## config.mk

```make
export PLATFORM = sky130hd
export DESIGN_NAME = monster_renderer
export DESIGN_NICKNAME = d
export VERILOG_FILES = /design/src/rtl/monster_renderer.sv
export SDC_FILE = /design/constraint.sdc
export NUM_CORES = 1
export LEC_CHECK = 0
export ABC_AREA = 1
export BUFFER_PORTS_ARGS = -buffer_cell sky130_fd_sc_hd__buf_4
export CORE_MARGIN = 2
export CORE_UTILIZATION = 50
export CTS_BUF_LIST = sky130_fd_sc_hd__clkbuf_8
export DETAILED_ROUTE_END_ITERATION = 10
export GPL_TIMING_DRIVEN = 1
export MAX_ROUTING_LAYER = met4
export PLACE_DENSITY = 0.71
export SYNTH_ARGS = -nofsm -noshare
export SYNTH_HDL_FRONTEND = slang
export SYNTH_SLANG_ARGS = --single-unit
```

## constraint.sdc

```tcl
create_clock -name clk_game -period 12.1 [get_ports clk_game]
set_clock_uncertainty 0.2 [all_clocks]
set_input_delay 2.42 -clock clk_game [delete_from_list [all_inputs] [get_ports clk_game]]
set_output_delay 2.42 -clock clk_game [all_outputs]
set_load 0.02 [all_outputs]
```

## src/rtl/monster_renderer.sv

```systemverilog
// ============================================================================
// Module   : monster_renderer
// Brief    : Per-line sprite list builder and 1-cycle pixel hit lookup.
// Revision : 1.0 - initial release
// ============================================================================
`default_nettype none

module monster_renderer #(
    parameter int MONSTERS = 12,
    parameter int REC_W    = 19,
    parameter int SPRITE   = 16
) (
    input  logic                      clk_game,
    input  logic                      rst,
    input  logic [MONSTERS*REC_W-1:0] state_monsters,
    input  logic                      line_start,
    input  logic [7:0]                line_y,
    input  logic                      pix_valid,
    input  logic [7:0]                pix_x,
    output logic                      line_ready,
    output logic                      hit,
    output logic [1:0]                hit_dir,
    output logic [3:0]                sprite_row,
    output logic [3:0]                sprite_col,
    output logic [3:0]                match_count
);

    localparam int c_idx_w = (MONSTERS > 1) ? $clog2(MONSTERS) : 1;
    localparam logic [c_idx_w-1:0] c_last_idx = c_idx_w'(MONSTERS - 1);
    localparam logic [8:0] c_sprite9 = 9'(SPRITE);

    typedef enum logic [1:0] {
        ST_IDLE  = 2'd0,
        ST_SCAN  = 2'd1,
        ST_READY = 2'd2
    } state_t;

    state_t                    state_q, state_d;
    logic [MONSTERS*REC_W-1:0] snap_q, snap_d;
    logic [7:0]                line_y_q, line_y_d;
    logic [MONSTERS-1:0]       mask_q, mask_d;
    logic [3:0]                count_q, count_d;
    logic [c_idx_w-1:0]        idx_q, idx_d;
    logic                      line_ready_q, line_ready_d;
    logic                      hit_q, hit_d;
    logic [1:0]                hit_dir_q, hit_dir_d;
    logic [3:0]                sprite_row_q, sprite_row_d;
    logic [3:0]                sprite_col_q, sprite_col_d;

    logic                      w_alive [MONSTERS];
    logic [1:0]                w_dir   [MONSTERS];
    logic [7:0]                w_x     [MONSTERS];
    logic [7:0]                w_y     [MONSTERS];

    // Field views of the snapshot, not of the live input.
    for (genvar i = 0; i < MONSTERS; i++) begin : g_slot
        assign w_alive[i] = snap_q[i*REC_W];
        assign w_dir[i]   = snap_q[i*REC_W+1 +: 2];
        assign w_x[i]     = snap_q[i*REC_W+3 +: 8];
        assign w_y[i]     = snap_q[i*REC_W+11 +: 8];
    end

    logic       w_scan_match;
    logic [8:0] w_ly9;
    logic [8:0] w_sy9;

    always_comb begin
        w_ly9        = {1'b0, line_y_q};
        w_sy9        = {1'b0, w_y[idx_q]};
        w_scan_match = w_alive[idx_q] && (w_ly9 >= w_sy9) && (w_ly9 < w_sy9 + c_sprite9);
    end

    // Descending walk so the lowest matching slot is the one left selected.
    logic       w_pix_hit;
    logic [1:0] w_pix_dir;
    logic [3:0] w_pix_row;
    logic [3:0] w_pix_col;
    logic [8:0] w_px9;

    always_comb begin
        w_pix_hit = 1'b0;
        w_pix_dir = 2'd0;
        w_pix_row = 4'd0;
        w_pix_col = 4'd0;
        w_px9     = {1'b0, pix_x};
        for (int i = MONSTERS - 1; i >= 0; i--) begin
            if (mask_q[i] && (w_px9 >= {1'b0, w_x[i]}) &&
                (w_px9 < {1'b0, w_x[i]} + c_sprite9)) begin
                w_pix_hit = 1'b1;
                w_pix_dir = w_dir[i];
                w_pix_row = 4'(line_y_q - w_y[i]);
                w_pix_col = 4'(pix_x - w_x[i]);
            end
        end
    end

    always_comb begin
        state_d  = state_q;
        snap_d   = snap_q;
        line_y_d = line_y_q;
        mask_d   = mask_q;
        count_d  = count_q;
        idx_d    = idx_q;
        if (line_start) begin
            state_d  = ST_SCAN;
            snap_d   = state_monsters;
            line_y_d = line_y;
            mask_d   = '0;
            count_d  = 4'd0;
            idx_d    = '0;
        end else if (state_q == ST_SCAN) begin
            if (w_scan_match) begin
                mask_d[idx_q] = 1'b1;
                count_d       = count_q + 4'd1;
            end
            if (idx_q == c_last_idx) begin
                state_d = ST_READY;
            end else begin
                idx_d = idx_q + 1'b1;
            end
        end

        // A request is served from the list as it stands before this edge.
        hit_d        = 1'b0;
        hit_dir_d    = 2'd0;
        sprite_row_d = 4'd0;
        sprite_col_d = 4'd0;
        if ((state_q == ST_READY) && pix_valid && w_pix_hit) begin
            hit_d        = 1'b1;
            hit_dir_d    = w_pix_dir;
            sprite_row_d = w_pix_row;
            sprite_col_d = w_pix_col;
        end
        line_ready_d = (state_d == ST_READY);
    end

    always_ff @(posedge clk_game or posedge rst) begin
        if (rst) begin
            state_q      <= ST_IDLE;
            snap_q       <= '0;
            line_y_q     <= 8'd0;
            mask_q       <= '0;
            count_q      <= 4'd0;
            idx_q        <= '0;
            line_ready_q <= 1'b0;
            hit_q        <= 1'b0;
            hit_dir_q    <= 2'd0;
            sprite_row_q <= 4'd0;
            sprite_col_q <= 4'd0;
        end else begin
            state_q      <= state_d;
            snap_q       <= snap_d;
            line_y_q     <= line_y_d;
            mask_q       <= mask_d;
            count_q      <= count_d;
            idx_q        <= idx_d;
            line_ready_q <= line_ready_d;
            hit_q        <= hit_d;
            hit_dir_q    <= hit_dir_d;
            sprite_row_q <= sprite_row_d;
            sprite_col_q <= sprite_col_d;
        end
    end

    assign line_ready  = line_ready_q;
    assign hit         = hit_q;
    assign hit_dir     = hit_dir_q;
    assign sprite_row  = sprite_row_q;
    assign sprite_col  = sprite_col_q;
    assign match_count = count_q;

endmodule

`default_nettype wire

```

==> results of run 1 <==
synthesized netlist by cell type, drive strengths merged:
cell type	n
nor3	8
nor4	5
nand3b	3
o21ai	306
buf	28
nand4	11
xor2	49
o21bai	4
xnor2	30
a31oi	2
a21oi	159
o2111ai	6
dfrtp	270
a221oi	7
a211oi	1
nand3	106
inv	317
o21a	1
nor2	78
a21o	4
or2	9
o32ai	1
o211ai	6
clkinv	4
o31ai	2
nor3b	2
clkbuf	61
nand2	743
a21boi	3
fa	24
ha	210
a221o	4
through the flow:
step / total power, mW / utilization
floorplan: 1.499 / -
global placement: 1.707 / 0.5658
detailed placement: 1.730 / 0.5658
CTS: 2.697 / 0.5950
global route: 2.848 / 0.5950
finish: 2.681 / 0.5950
where the power goes:
group	switching [mW]	internal, mW
Clock	0.410	0.551
Combinational	0.412	0.277
Sequential	0.0541	0.977
Total	0.876	1.81
critical path: stages:
cell and delay (ns):
sky130_fd_sc_hd__buf_4 0.12, sky130_fd_sc_hd__inv_1 0.05, sky130_fd_sc_hd__buf_4 0.28, sky130_fd_sc_hd__ha_1 0.22, sky130_fd_sc_hd__inv_1 0.07, sky130_fd_sc_hd__fa_1 0.41
sky130_fd_sc_hd__a21oi_1 0.14, sky130_fd_sc_hd__nand2_1 0.06, sky130_fd_sc_hd__a21oi_1 0.12, sky130_fd_sc_hd__nor2_1 0.05, sky130_fd_sc_hd__o21ai_0 0.13, sky130_fd_sc_hd__nand2_1 0.07
sky130_fd_sc_hd__nand2_1 0.06, sky130_fd_sc_hd__nand3b_1 0.08, sky130_fd_sc_hd__nand3_1 0.49, sky130_fd_sc_hd__nand2_1 0.13, sky130_fd_sc_hd__nor2_2 0.12, sky130_fd_sc_hd__nand3_2 0.08
sky130_fd_sc_hd__nor2_1 0.13, sky130_fd_sc_hd__nor2_2 0.14, sky130_fd_sc_hd__o21ai_0 0.11, sky130_fd_sc_hd__nor2_1 0.07
metal layers:
| layer | routed length, um | vias to the layer above |
|---|---|---|
| met5 | 0 | - |
| met1 | 24040 | 7904 |
| met2 | 24810 | 480 |
| li1 | - | 8446 |
| met4 | 2180 | 0 |
| met3 | 3351 | 127 |
layout make-up:
class	instances	area, um2	share of cell area
multi-input combinational	1784	10490	0.4714
sequential	270	6758	0.3037
timing repair buffer	273	2057	0.09243
clock inverter	20	185.2	0.008321
tap	511	639.4	0.02873
inverter	321	1216	0.05465
clock buffer	66	908.4	0.04082
registers in the layout, summed over array words and instances, names as in the netlist:
signal,count
mask_q,12
state_q,2
match_count,4
snap_q,228
line_ready,1
line_y_q,8
hit,1
idx_q,4
sprite_col,4
hit_dir,2
sprite_row,4
final timing paths:
check | startpoint | end | slack (ns) | depth (start not counted)
min in group asynchronous | rst | snap_q[187] | 1.74 | 2
worst min register to register | snap_q[167] | snap_q[167] | 0.27 | 2
worst max register to register | idx_q[0] | match_count[3] | 8.12 | 19
worst max-delay path | pix_x[0] | hit_dir[1] | 6.82 | 22
worst min-delay path | snap_q[167] | snap_q[167] | 0.27 | 2
max in group asynchronous | rst | snap_q[127] | 8.26 | 3
cells by family (layout without fill, tap and decap cells):
group                      after synthesis  count (layout)
AOI/OAI and AO/OA                      506             506
xor gates and xnor gates                79              79
adders and majority gates              234             234
buffers and inverters                  410             680
DFF                                    270             270
and+or+nand+nor                        965             965
==> run summary, run 1 <==
The cell at the root of the clock tree is sky130_fd_sc_hd__clkbuf_8. Of the total synthesized cell area, the portion taken by full adders, half adders and majority gates is 0.1646. The worst setup path category is primary input to flop. The worst-case IR drop observed on VDD is 0.00007073 V. The number of cells in the finished layout apart from fillers came out at 3245.

The library cell used most frequently in the layout, excluding fill and tap cells, is sky130_fd_sc_hd__nand2_1. The synthesized instance count came out at 2464. The part of the cycle the worst path needs is 0.4362. The number of resized instances in the post-cts repair step came out at 0.

The number of warning messages in the yosys log is 0. The TritonCTS clock tree is yes. STA classifies the critical path startpoint as a primary input. The DRC violations left is 0. Entering global routing, the biggest net connects 124 pins.

The post-synthesis xor/xnor area fraction is 0.03665. The number of antenna diodes came out at 0. The maximum fanout count along the critical path came out at 20. Routability-driven placement finished with a final weighted congestion of 0.9466. The worst path in the final design needs a cycle of 5.278 ns, including I/O delays and setup.

The total detailed-routing wirelength is 54380 um. The overall via count from detail_route is 16960. CTS built an H-tree with a depth of 2. The flow ran to the end, and the final reports show no timing, DRC or antenna violations. The number of buffers created by CTS is 50. The final HPWL from detailed placement is 39690 um. For this run, the total global-route usage over all layers was measured as 0.2919. The post-synthesis compound-gate area fraction came out at 0.1447. The post-route setup TNS came out at 0 ns. The via count of the first global-routing pass is 16770. By area the synthesized netlist is led by sky130_fd_sc_hd__dfrtp_1, sky130_fd_sc_hd__nand2_1, sky130_fd_sc_hd__ha_1.

In this run the post-CTS setup repair buffer count came out at 0. After clock tree synthesis, the clock-pin slew on the worst setup and hold paths is 0.06 ns. The number of sinks handled by clock tree synthesis is 270. For met1 alone, demand over resource in global routing was 0.3805.

The required arrival time at the worst endpoint came out at 12.40 ns. The net count after synthesis is 2946. The worst-case headroom to the max-slew limit is 0.2763. In this run the standard cell core region covers 37400 um2. Clock latency on the worst-skew pair, taken at its later pin, is 0.64 ns. The detailed router finished its first iteration with 1167 violations.

The first global-routing pass estimated 86860 um of wire. The number of fill cells is 3435. The x dimension of the die came out at 198.3 um. Once placement completed, the tool counted placed cells totaling 3159.

The tool flagged a number of max-cap violations equal to 0. The number of rows created at floorplan is 71. Setup violations remaining at the end of the flow were counted as 0. The post-route antenna net violation count is 0. In the post-route analysis, the smallest setup slack over all paths is 6.822 ns. Hold timing on the final database bottoms out at a slack of 0.2656 ns. The share of the synthesized area in the top cell type is 0.3579. STA classifies the critical path endpoint as a flop. The data arrival at the endpoint of the critical path is 5.58 ns.

The fraction of the mapped netlist area in simple logic gates came out at 0.2097. The max-slew violation total from the final report is 0. After global routing, the most crowded layer is met2. For this configuration, the core starts out at a cell density of 0.5048. Once layout is done, the placed cells without fillers occupy 22250 um2.

The count of buffers from port buffering came out at 263. The mux cell area share after synthesis came out at 0. The hold violation total from the final report is 0.

The met2 layer usage reported by global route is 0.4538. The cell area after synthesis is 18880 um2. The sequential fraction of the synthesis area is 0.3579. The min-delay analysis places its worst path in the category flop to flop. The overall overflow remaining after global route is 0. The number of antenna violations at the first check in global routing came out at 0. The total power per unit cell area is 120.5 nW/um2. In this run the mean area of a mapped cell was 7.663 um2. The number of iterations in the first detailed-routing pass came out at 6. The quantity of hold-fixing buffers added after cts came out at 0. The met3 capacity usage during global routing came out at 0.04923.

In this run the count of I/O pins placed on the die edge is 264. The die area came out at 39330 um2. Leaving out fill and tap cells, the most frequent cells in the layout are sky130_fd_sc_hd__nand2_1, sky130_fd_sc_hd__inv_1, sky130_fd_sc_hd__o21ai_0, sky130_fd_sc_hd__buf_4, sky130_fd_sc_hd__dfrtp_1. The placed instance area is 21160 um2.

In this run, distinct cell masters in the synthesized netlist total 50. The layout overhead on the synthesized area is 17.87%. The number of register bits inferred by synthesis came out at 270.

The main combinational cell family by area after synthesis is simple AND/OR/NAND/NOR gates. The wire length per cell after detailed routing is 16.76 um. The largest buffer count on any clock path is 3.

The static leakage power came out at 11.63 nW. sky130_fd_sc_hd__dfrtp_1 takes more of the synthesized area than any other cell. In the final layout, the share of cells above drive strength 1 is 0.1536. The via density per instance came out at 5.226. The achievable frequency is 189.5 MHz.

Setup repair after global routing left no endpoint under its margin. The floorplan step set the die height to 198.3 um. Timing analysis after detailed placement gives a worst setup slack of 6.214 ns. The number of nets in the final layout is 3182.

The transition time at the pin with the least slew margin is 1.085 ns.
(Power assumes the default switching activity.)
==> run 2, diff against run 1 <==
--- a/config.mk
+++ b/config.mk
@@ -13,7 +13,7 @@
 export DETAILED_ROUTE_END_ITERATION = 10
 export GPL_TIMING_DRIVEN = 1
 export MAX_ROUTING_LAYER = met4
-export PLACE_DENSITY = 0.71
+export PLACE_DENSITY = 0.74
 export SYNTH_ARGS = -nofsm -noshare
 export SYNTH_HDL_FRONTEND = slang
 export SYNTH_SLANG_ARGS = --single-unit
==> constraint.sdc (replaced) <==
create_clock -name clk_game -period 4.5 [get_ports clk_game]
set_clock_uncertainty 0.2 [all_clocks]
set_input_delay 0.9 -clock clk_game [delete_from_list [all_inputs] [get_ports clk_game]]
set_output_delay 0.9 -clock clk_game [all_outputs]
set_load 0.02 [all_outputs]
==> run 2 against run 1 <==
Critical path depth fell by 3. Global-route usage up 0.78 points. Combinational power grew to 2.7 times the previous value. First-iteration DRC count decreased by 1.8%.
==> run summary, run 2 (synthesized netlist as in run 1, its figures left out) <==
The x dimension of the die is 198.3 um (unchanged). The static leakage power is 11.70 nW (+0.55%). The quantity of hold-fixing buffers added after cts is 0 (unchanged). The total chip power came to 7.067 mW (+160%).

The critical path is of the flop to flop type. The register clock-pin slew on the reported worst setup and hold paths came out at 0.06 ns (about the same). The number of fill cells came to 3425 (-0.29%). The number of buffers created by CTS is 49 (-2.0%).

The run finished with clean final reports. The most critical setup path has its startpoint at idx_q[0]. The wire length per cell after detailed routing is 17.30 um (+3.2%). The final HPWL from detailed placement came out at 42000 um (+5.8%). The wire length of the first global-routing pass came out at 88690 um (+2.1%).

The layout overhead on the synthesized area came out at 18.22%. The placed instance area is 21330 um2 (+0.79%). The endpoint identified for the worst register-to-register timing path is mask_q[5]. Derived from the worst setup path, the maximum achievable clock frequency is 257.7 MHz. The number of nets in the final layout is 3197 (+0.47%). The total power per unit cell area came to 316.6 nW/um2 (+160%). The starting utilization of the core area came out at 0.5048 (unchanged). TritonCTS built the clock tree. The required arrival time at the worst endpoint came out at 4.84 ns (-7.56 ns). Subtracting the final worst setup slack from the clock period gives 3.880 ns. The internal power of the cells came to 4.688 mW (+160%). The count of buffers from port buffering came out at 263 (unchanged).

Leaving out fill and tap cells, the most frequent cell in the layout is sky130_fd_sc_hd__nand2_1. The share of total power in the clock network came to 0.341 (-0.017). The hold violation total from the final report came out at 0 (unchanged). The total detailed-routing wirelength came out at 56440 um (+3.8%).

The die area is 39330 um2 (unchanged). The number of antenna diodes was 0 (unchanged). The pre-CTS setup slack is 0.4345 ns (-5.779 ns). The setup fix buffers added after clock tree synthesis is 0 (unchanged). The part of the cycle the worst path needs came out at 0.8622.

The overall via count from detail_route is 17240 (+1.7%). The largest buffer count on any clock path is 3 (unchanged). The switching share of total power is 0.3366 (+0.009808).

The post-route antenna net violation count is 0 (unchanged). The number of cells on the worst reg-to-reg path is 19 (unchanged). The maximum VDD drop came out at 0.0002023 V (+190%).

The final instance area came out at 22320 um2 (+0.30%). The overall overflow remaining after global route came out at 0 (unchanged). Setup repair after global routing left no endpoint under its margin. The tightest min-delay check is of the primary input to async pin type. The final number of setup-violating endpoints was 0 (unchanged).

The number of resized instances in the post-cts repair step was 0 (unchanged). The via density per instance is 5.286 (+1.2%). The max-cap violation count came to 0 (unchanged). The sequential fraction of design power came to 0.393 (+0.008).

The number of rows created at floorplan is 71 (unchanged). The data arrival at the endpoint of the critical path is 4.22 ns (-1.36 ns). The switching power is 2.378 mW (+170%). The largest register by flop count is snap_q. The worst-case headroom to the max-slew limit came out at 0.4076 (+0.1313). In the layout the commonest cells are sky130_fd_sc_hd__nand2_1, sky130_fd_sc_hd__inv_1, sky130_fd_sc_hd__buf_4, sky130_fd_sc_hd__o21ai_0, sky130_fd_sc_hd__dfrtp_1. The transition time at the pin with the least slew margin came to 0.8886 ns (-0.1969 ns). The I/O pin count came out at 264 (unchanged). The area of the core region came out at 37400 um2 (unchanged).

STA classifies the critical path startpoint as a flop. The number of antenna violations at the first check in global routing came out at 0 (unchanged). The footprint of the multi-input gates came out at 10490 um2 (unchanged).

The combinational share of power came out at 0.266 (+0.009). The total number of H-tree levels is 2 (unchanged). The worst hold slack after final layout came out at 0.1993 ns (-0.06633 ns).

The violation count after the first detailed-routing iteration is 1146 (-1.8%). The number of flip-flops in the largest register came out at 228 (unchanged). The register area came to 6758 um2 (unchanged). The DRC violations left is 0 (unchanged). The largest registers in the layout are snap_q (228), mask_q (12), line_y_q (8). The worst path setup slack after routing is 0.6199 ns (-6.203 ns). The maximum number of pins on one net before global-route repair is 175 (+41%). The worst-skew pair later-pin latency came to 0.64 ns (about the same). The via count of the first global-routing pass came out at 16890 (+0.73%). The fraction of layout instances using a drive strength above 1 came to 0.1556 (+0.001959).

The height of the chip is 198.3 um (unchanged). The maximum fanout count along the critical path came to 39 (+95%). The total track usage is 0.2997 (+0.007811).

The reg-to-reg startpoint is idx_q[0]. The number of iterations in the first detailed-routing pass came out at 6 (unchanged). The number of sinks handled by clock tree synthesis came out at 270 (unchanged). The max-slew violation total from the final report is 0 (unchanged). The routability congestion estimate from global placement came out at 0.9504 (+0.40%).

The cell sitting at the root of the clock tree is a sky130_fd_sc_hd__clkbuf_8. STA classifies the critical path endpoint as a flop. The worst reg-to-reg setup slack is 0.62 ns (-7.50 ns).
## run 2: changes by cell type in the layout (fill, tap and decap cells not counted), sizes merged
cell | before | now
clkinv | 11 | 8
clkinvlp | 0 | 2
inv | 327 | 337
clkbuf | 66 | 59
bufinv | 3 | 2
buf | 273 | 289
## run 2: how the worst max path moves through the flow
stage                                 to  slack [ns]  cells after the start
after floorplan                      hit       -0.17                      1
after detailed placement      hit_dir[1]        0.43                     22
after global placement        hit_dir[1]        0.47                     22
after global routing      match_count[3]        0.25                     20
final                          mask_q[5]        0.62                     19
after CTS                 match_count[3]        0.62                     20
## run 2: power groups by stage
stage	combinational (mW)	sequential [mW]	clock [mW]
floorplan	1.26	2.77	0
global placement	1.81	2.81	0
detailed placement	1.86	2.82	0
CTS	1.88	2.78	2.45
global route	2.14	2.80	2.56
finish	1.88	2.78	2.41
## run 2: cell type report
class | instances | area share
repair buffers | 289 | 0.09978
clock buffers | 59 | 0.03638
flip-flops and latches | 270 | 0.3028
multi-input cells | 1784 | 0.4700
inverters | 321 | 0.05432
clock inverters | 28 | 0.008128
well taps | 511 | 0.02865
## run 2: layer usage
metal / vias to the layer above / routed length, um / GRT usage
met5: - / 0 / -
met4: 0 / 2737 / 0.1470
met3: 146 / 3513 / 0.04548
met2: 518 / 25320 / 0.4613
met1: 8110 / 24880 / 0.3871
li1: 8469 / - / -
## run 2: critical path: stages (launching register included)
cell	delay [ns]
sky130_fd_sc_hd__dfrtp_2	0.64
sky130_fd_sc_hd__buf_4	0.44
sky130_fd_sc_hd__a21oi_1	0.13
sky130_fd_sc_hd__o21ai_0	0.10
sky130_fd_sc_hd__nand2_1	0.12
sky130_fd_sc_hd__nand2_1	0.07
sky130_fd_sc_hd__nand3_1	0.18
sky130_fd_sc_hd__ha_1	0.24
sky130_fd_sc_hd__inv_1	0.11
sky130_fd_sc_hd__xor2_1	0.15
sky130_fd_sc_hd__ha_1	0.26
sky130_fd_sc_hd__nand2_1	0.07
sky130_fd_sc_hd__o21ai_0	0.09
sky130_fd_sc_hd__o21ai_0	0.16
sky130_fd_sc_hd__inv_1	0.07
sky130_fd_sc_hd__o32ai_2	0.11
sky130_fd_sc_hd__nand2_2	0.13
sky130_fd_sc_hd__clkinv_2	0.16
sky130_fd_sc_hd__nand3_1	0.19
sky130_fd_sc_hd__a21oi_1	0.17
## run 2: metrics by stage
step	util	setup TNS (ns)	instances
4_1_cts	0.5968	0	3262
6_report	0.5968	0	3262
3_3_place_gp	0.5702	0	3175
5_1_grt	0.5968	0	3262
3_5_place_dp	0.5702	0	3175
2_1_floorplan	-	-45.21	2464
==> run 3, diff against run 2 <==
--- a/config.mk
+++ b/config.mk
@@ -7,13 +7,15 @@
 export LEC_CHECK = 0
 export ABC_AREA = 1
 export BUFFER_PORTS_ARGS = -buffer_cell sky130_fd_sc_hd__buf_4
+export CELL_PAD_IN_SITES_DETAIL_PLACEMENT = 0
+export CELL_PAD_IN_SITES_GLOBAL_PLACEMENT = 1
 export CORE_MARGIN = 2
-export CORE_UTILIZATION = 50
+export CORE_UTILIZATION = 40
 export CTS_BUF_LIST = sky130_fd_sc_hd__clkbuf_8
 export DETAILED_ROUTE_END_ITERATION = 10
 export GPL_TIMING_DRIVEN = 1
 export MAX_ROUTING_LAYER = met4
-export PLACE_DENSITY = 0.74
+export PLACE_DENSITY_LB_ADDON = 0.1
 export SYNTH_ARGS = -nofsm -noshare
 export SYNTH_HDL_FRONTEND = slang
 export SYNTH_SLANG_ARGS = --single-unit
==> run 3 against run 2 <==
Non-clock buffer count grew 8. Combinational power is essentially flat. Critical path type unchanged. Sequential power is essentially flat. Clock-buffer cell count grew 8. Via count shrank 2.5%. Critical path depth is the same.
==> run summary, run 3 (synthesized netlist as in run 1, its figures left out) <==
The flow ran to the end, and the final reports show no timing, DRC or antenna violations. The internal power of the cells is 4.844 mW (+3.3%). The number of antenna violations at the first check in global routing came out at 2 (+2).

The number of rows created at floorplan was 79 (+11%). The layout overhead on the synthesized area came out at 20.02%. The number of flip-flops in the largest register came to 228 (unchanged).

The buffer and inverter count on the worst path is 2 (-2). In the final layout, the registers with the most flip-flops are snap_q (228), mask_q (12), line_y_q (8). The overall via count from detail_route came out at 16820 (-2.5%). The height of the chip came out at 221.3 um (+12%). The die area came out at 48960 um2 (+24%). The static leakage power came out at 11.80 nW (+0.87%). The number of iterations in the first detailed-routing pass was 5 (-1). The worst register-to-register path begins at idx_q[1]. The number of sinks handled by clock tree synthesis came out at 270 (unchanged). The achievable frequency is 265.6 MHz (+3.1%). The highest cell delay on the worst timing path came to 0.41 ns (-0.23 ns). The x dimension of the die came out at 221.3 um (+12%). The via count of the first global-routing pass came out at 16930 (+0.24%). The transition time at the pin with the least slew margin came out at 0.9896 ns (+0.1011 ns). The maximum number of pins on one net before global-route repair came out at 188 (+7.4%). The minimum clock period after layout is 3.765 ns (-0.1148 ns). The cell at the root of the clock tree is sky130_fd_sc_hd__clkbuf_8.

Tracing the worst setup path back leads to its startpoint at idx_q[1]. The fraction of layout instances using a drive strength above 1 is 0.1619 (+0.006328). TritonCTS built the clock tree.

The number of buffers created by CTS came to 51 (+4.1%). The max-slew violation total from the final report came out at 0 (unchanged). Leaving out fill and tap cells, the most frequent cell in the layout is sky130_fd_sc_hd__nand2_1. The post-route setup TNS came to 0 ns (unchanged). The maximum VDD drop is 0.0002027 V (+0.21%). The footprint of the multi-input gates is 10490 um2 (unchanged). The slowest stage of the critical path is the sky130_fd_sc_hd__inv_2 cell. The final HPWL from detailed placement came to 44180 um (+5.2%).

The overall overflow remaining after global route came out at 0 (unchanged). The starting utilization of the core area came out at 0.4055 (-0.09929). The critical path goes through inv_2 -> a21oi_1 -> o21ai_0 -> nand2_1 -> a221oi_1 -> ha_1 -> a21oi_1 -> o21ai_0 -> o21ai_0 -> nand2_1 -> a21oi_1 -> o21bai_1 -> a21oi_1 -> nor2_1 -> nand2_2 -> clkinv_2 -> nand4_1 -> xor2_1 -> nor2_1. The setup fix buffers added after clock tree synthesis came out at 0 (unchanged).

The wire length per cell after detailed routing came out at 17.86 um (+3.2%). The violation count after the first detailed-routing iteration is 825 (-28%). The share of the core filled with cells in the final layout came to 0.4867 (-0.1101). The wire length of the first global-routing pass was 95000 um (+7.1%). The area of the core region is 46560 um2 (+24%). The number of resized instances in the post-cts repair step came to 0 (unchanged). The combinational share of power came out at 0.260 (-0.006).

The switching power was 2.454 mW (+3.2%). The total power per unit cell area came out at 322.1 nW/um2 (+1.7%). The via density per instance is 4.980 (-5.8%). The number of nets in the final layout is 3207 (+0.31%). Leaving out fill and tap cells, the most frequent cells in the layout are sky130_fd_sc_hd__nand2_1, sky130_fd_sc_hd__inv_1, sky130_fd_sc_hd__buf_4, sky130_fd_sc_hd__o21ai_0, sky130_fd_sc_hd__dfrtp_1. The I/O pin count is 264 (unchanged). The post-route antenna net violation count is 0 (unchanged).

The number of fill cells is 4724 (+38%). The worst-skew pair later-pin latency is 0.67 ns (+0.03 ns). STA classifies the critical path endpoint as a flop. The worst hold slack after final layout came out at 0.2308 ns (+0.03156 ns). The DRC violations left was 0 (unchanged).

The worst setup path category is flop to flop. The type of the most critical hold path is primary input to flop. The quantity of hold-fixing buffers added after cts came out at 0 (unchanged).

The required arrival time at the worst endpoint came to 4.81 ns (-0.03 ns). The critical path's most frequent cell is sky130_fd_sc_hd__a21oi_1. The final number of setup-violating endpoints is 0 (unchanged).

The register area came to 6758 um2 (unchanged). The maximum fanout count along the critical path came to 20 (-49%). The largest register by flop count is snap_q. The total chip power came out at 7.298 mW (+3.3%). The register clock-pin slew on the reported worst setup and hold paths came out at 0.07 ns (about the same). The worst-case headroom to the max-slew limit is 0.3389 (-0.06876). The count of buffers from port buffering is 263 (unchanged). The largest buffer count on any clock path is 3 (unchanged). The part of the cycle the worst path needs was 0.8367 (-0.02552). The hold violation total from the final report came out at 0 (unchanged). The total track usage is 0.2538 (-0.04584).

The switching share of total power was 0.3362 (about the same). The total detailed-routing wirelength came out at 60300 um (+6.8%). Setup repair after global routing left no endpoint under its margin.

The routability congestion estimate from global placement is 0.8920 (-6.1%). The total number of H-tree levels was 2 (unchanged). The worst setup path is launched from a flop.

The max-cap violation count came out at 0 (unchanged). The number of instances in the placed design came to 3279 (+3.3%). The share of total power in the clock network came out at 0.360 (+0.019).

The worst hold path begins at state_monsters[11]. The data arrival at the endpoint of the critical path was 4.08 ns (-0.14 ns). The cell type group with the largest total delay on the critical path is compound AO/OA/AOI/OAI gates. The sequential fraction of design power is 0.380 (-0.013). The number of cells in the finished layout apart from fillers came out at 3377 (+3.5%).
## run 3: changes by cell type in the layout (fill, tap and decap cells not counted)
cell and change:
sky130_fd_sc_hd__buf_4 +5, sky130_fd_sc_hd__buf_12 +3, sky130_fd_sc_hd__clkinv_2 +4, sky130_fd_sc_hd__inv_1 -4, sky130_fd_sc_hd__clkbuf_8 +8, sky130_fd_sc_hd__diode_2 +3
## run 3: worst reg2reg max path, cell delays in order (launching register included)
cell	delay, ns
sky130_fd_sc_hd__dfrtp_1	0.39
sky130_fd_sc_hd__inv_2	0.41
sky130_fd_sc_hd__a21oi_1	0.07
sky130_fd_sc_hd__o21ai_0	0.20
sky130_fd_sc_hd__nand2_1	0.15
sky130_fd_sc_hd__a221oi_1	0.31
sky130_fd_sc_hd__ha_1	0.30
sky130_fd_sc_hd__a21oi_1	0.15
sky130_fd_sc_hd__o21ai_0	0.14
sky130_fd_sc_hd__o21ai_0	0.18
sky130_fd_sc_hd__nand2_1	0.07
sky130_fd_sc_hd__a21oi_1	0.13
sky130_fd_sc_hd__o21bai_1	0.07
sky130_fd_sc_hd__a21oi_1	0.12
sky130_fd_sc_hd__nor2_1	0.06
sky130_fd_sc_hd__nand2_2	0.10
sky130_fd_sc_hd__clkinv_2	0.20
sky130_fd_sc_hd__nand4_1	0.15
sky130_fd_sc_hd__xor2_1	0.15
sky130_fd_sc_hd__nor2_1	0.05
## run 3: path summary, 6_finish.rpt
path | to | slack [ns] | cells after the start
max | match_count[3] | 0.73 | 19
min | snap_q[11] | 0.23 | 3
max reg2reg | match_count[3] | 0.73 | 19
min reg2reg | snap_q[167] | 0.27 | 2
max in group asynchronous | snap_q[9] | 2.83 | 3
min in group asynchronous | snap_q[215] | 0.27 | 2
## run 3: layer usage
metal  GRT usage  up-vias  share of wire
met5           -        -              0
met4     0.07599        0          0.026
met3     0.04090       97          0.050
met2      0.3940      414           0.45
met1      0.3414     7821           0.48
li1            -     8486              -
## run 3: metrics by stage
| stage | setup WS, ns | cell area [um2] |
|---|---|---|
| after floorplan | -0.1674 | 18880 |
| after global placement | 0.4065 | 21540 |
| after detailed placement | 0.4020 | 21540 |
| after CTS | 0.7095 | 22650 |
| after global routing | 0.4380 | 22660 |
| final | 0.7348 | 22660 |
## run 3: area by class of cell
| cell class | count | area share |
|---|---|---|
| sequential | 270 | 0.2982 |
| tap | 607 | 0.03352 |
| inverter | 321 | 0.05350 |
| clock inverter | 28 | 0.008227 |
| clock buffer | 67 | 0.04069 |
| timing repair buffer | 297 | 0.1026 |
| antenna | 3 | 0.0003313 |
| multi-input combinational | 1784 | 0.4629 |
## run 3: power groups by stage
stage	Sequential [mW]	Clock [mW]	Combinational [mW]
finish	2.77	2.63	1.90
global route	2.79	2.80	2.18
CTS	2.77	2.70	1.92
detailed placement	2.81	0	1.90
global placement	2.81	0	1.86
floorplan	2.77	0	1.26
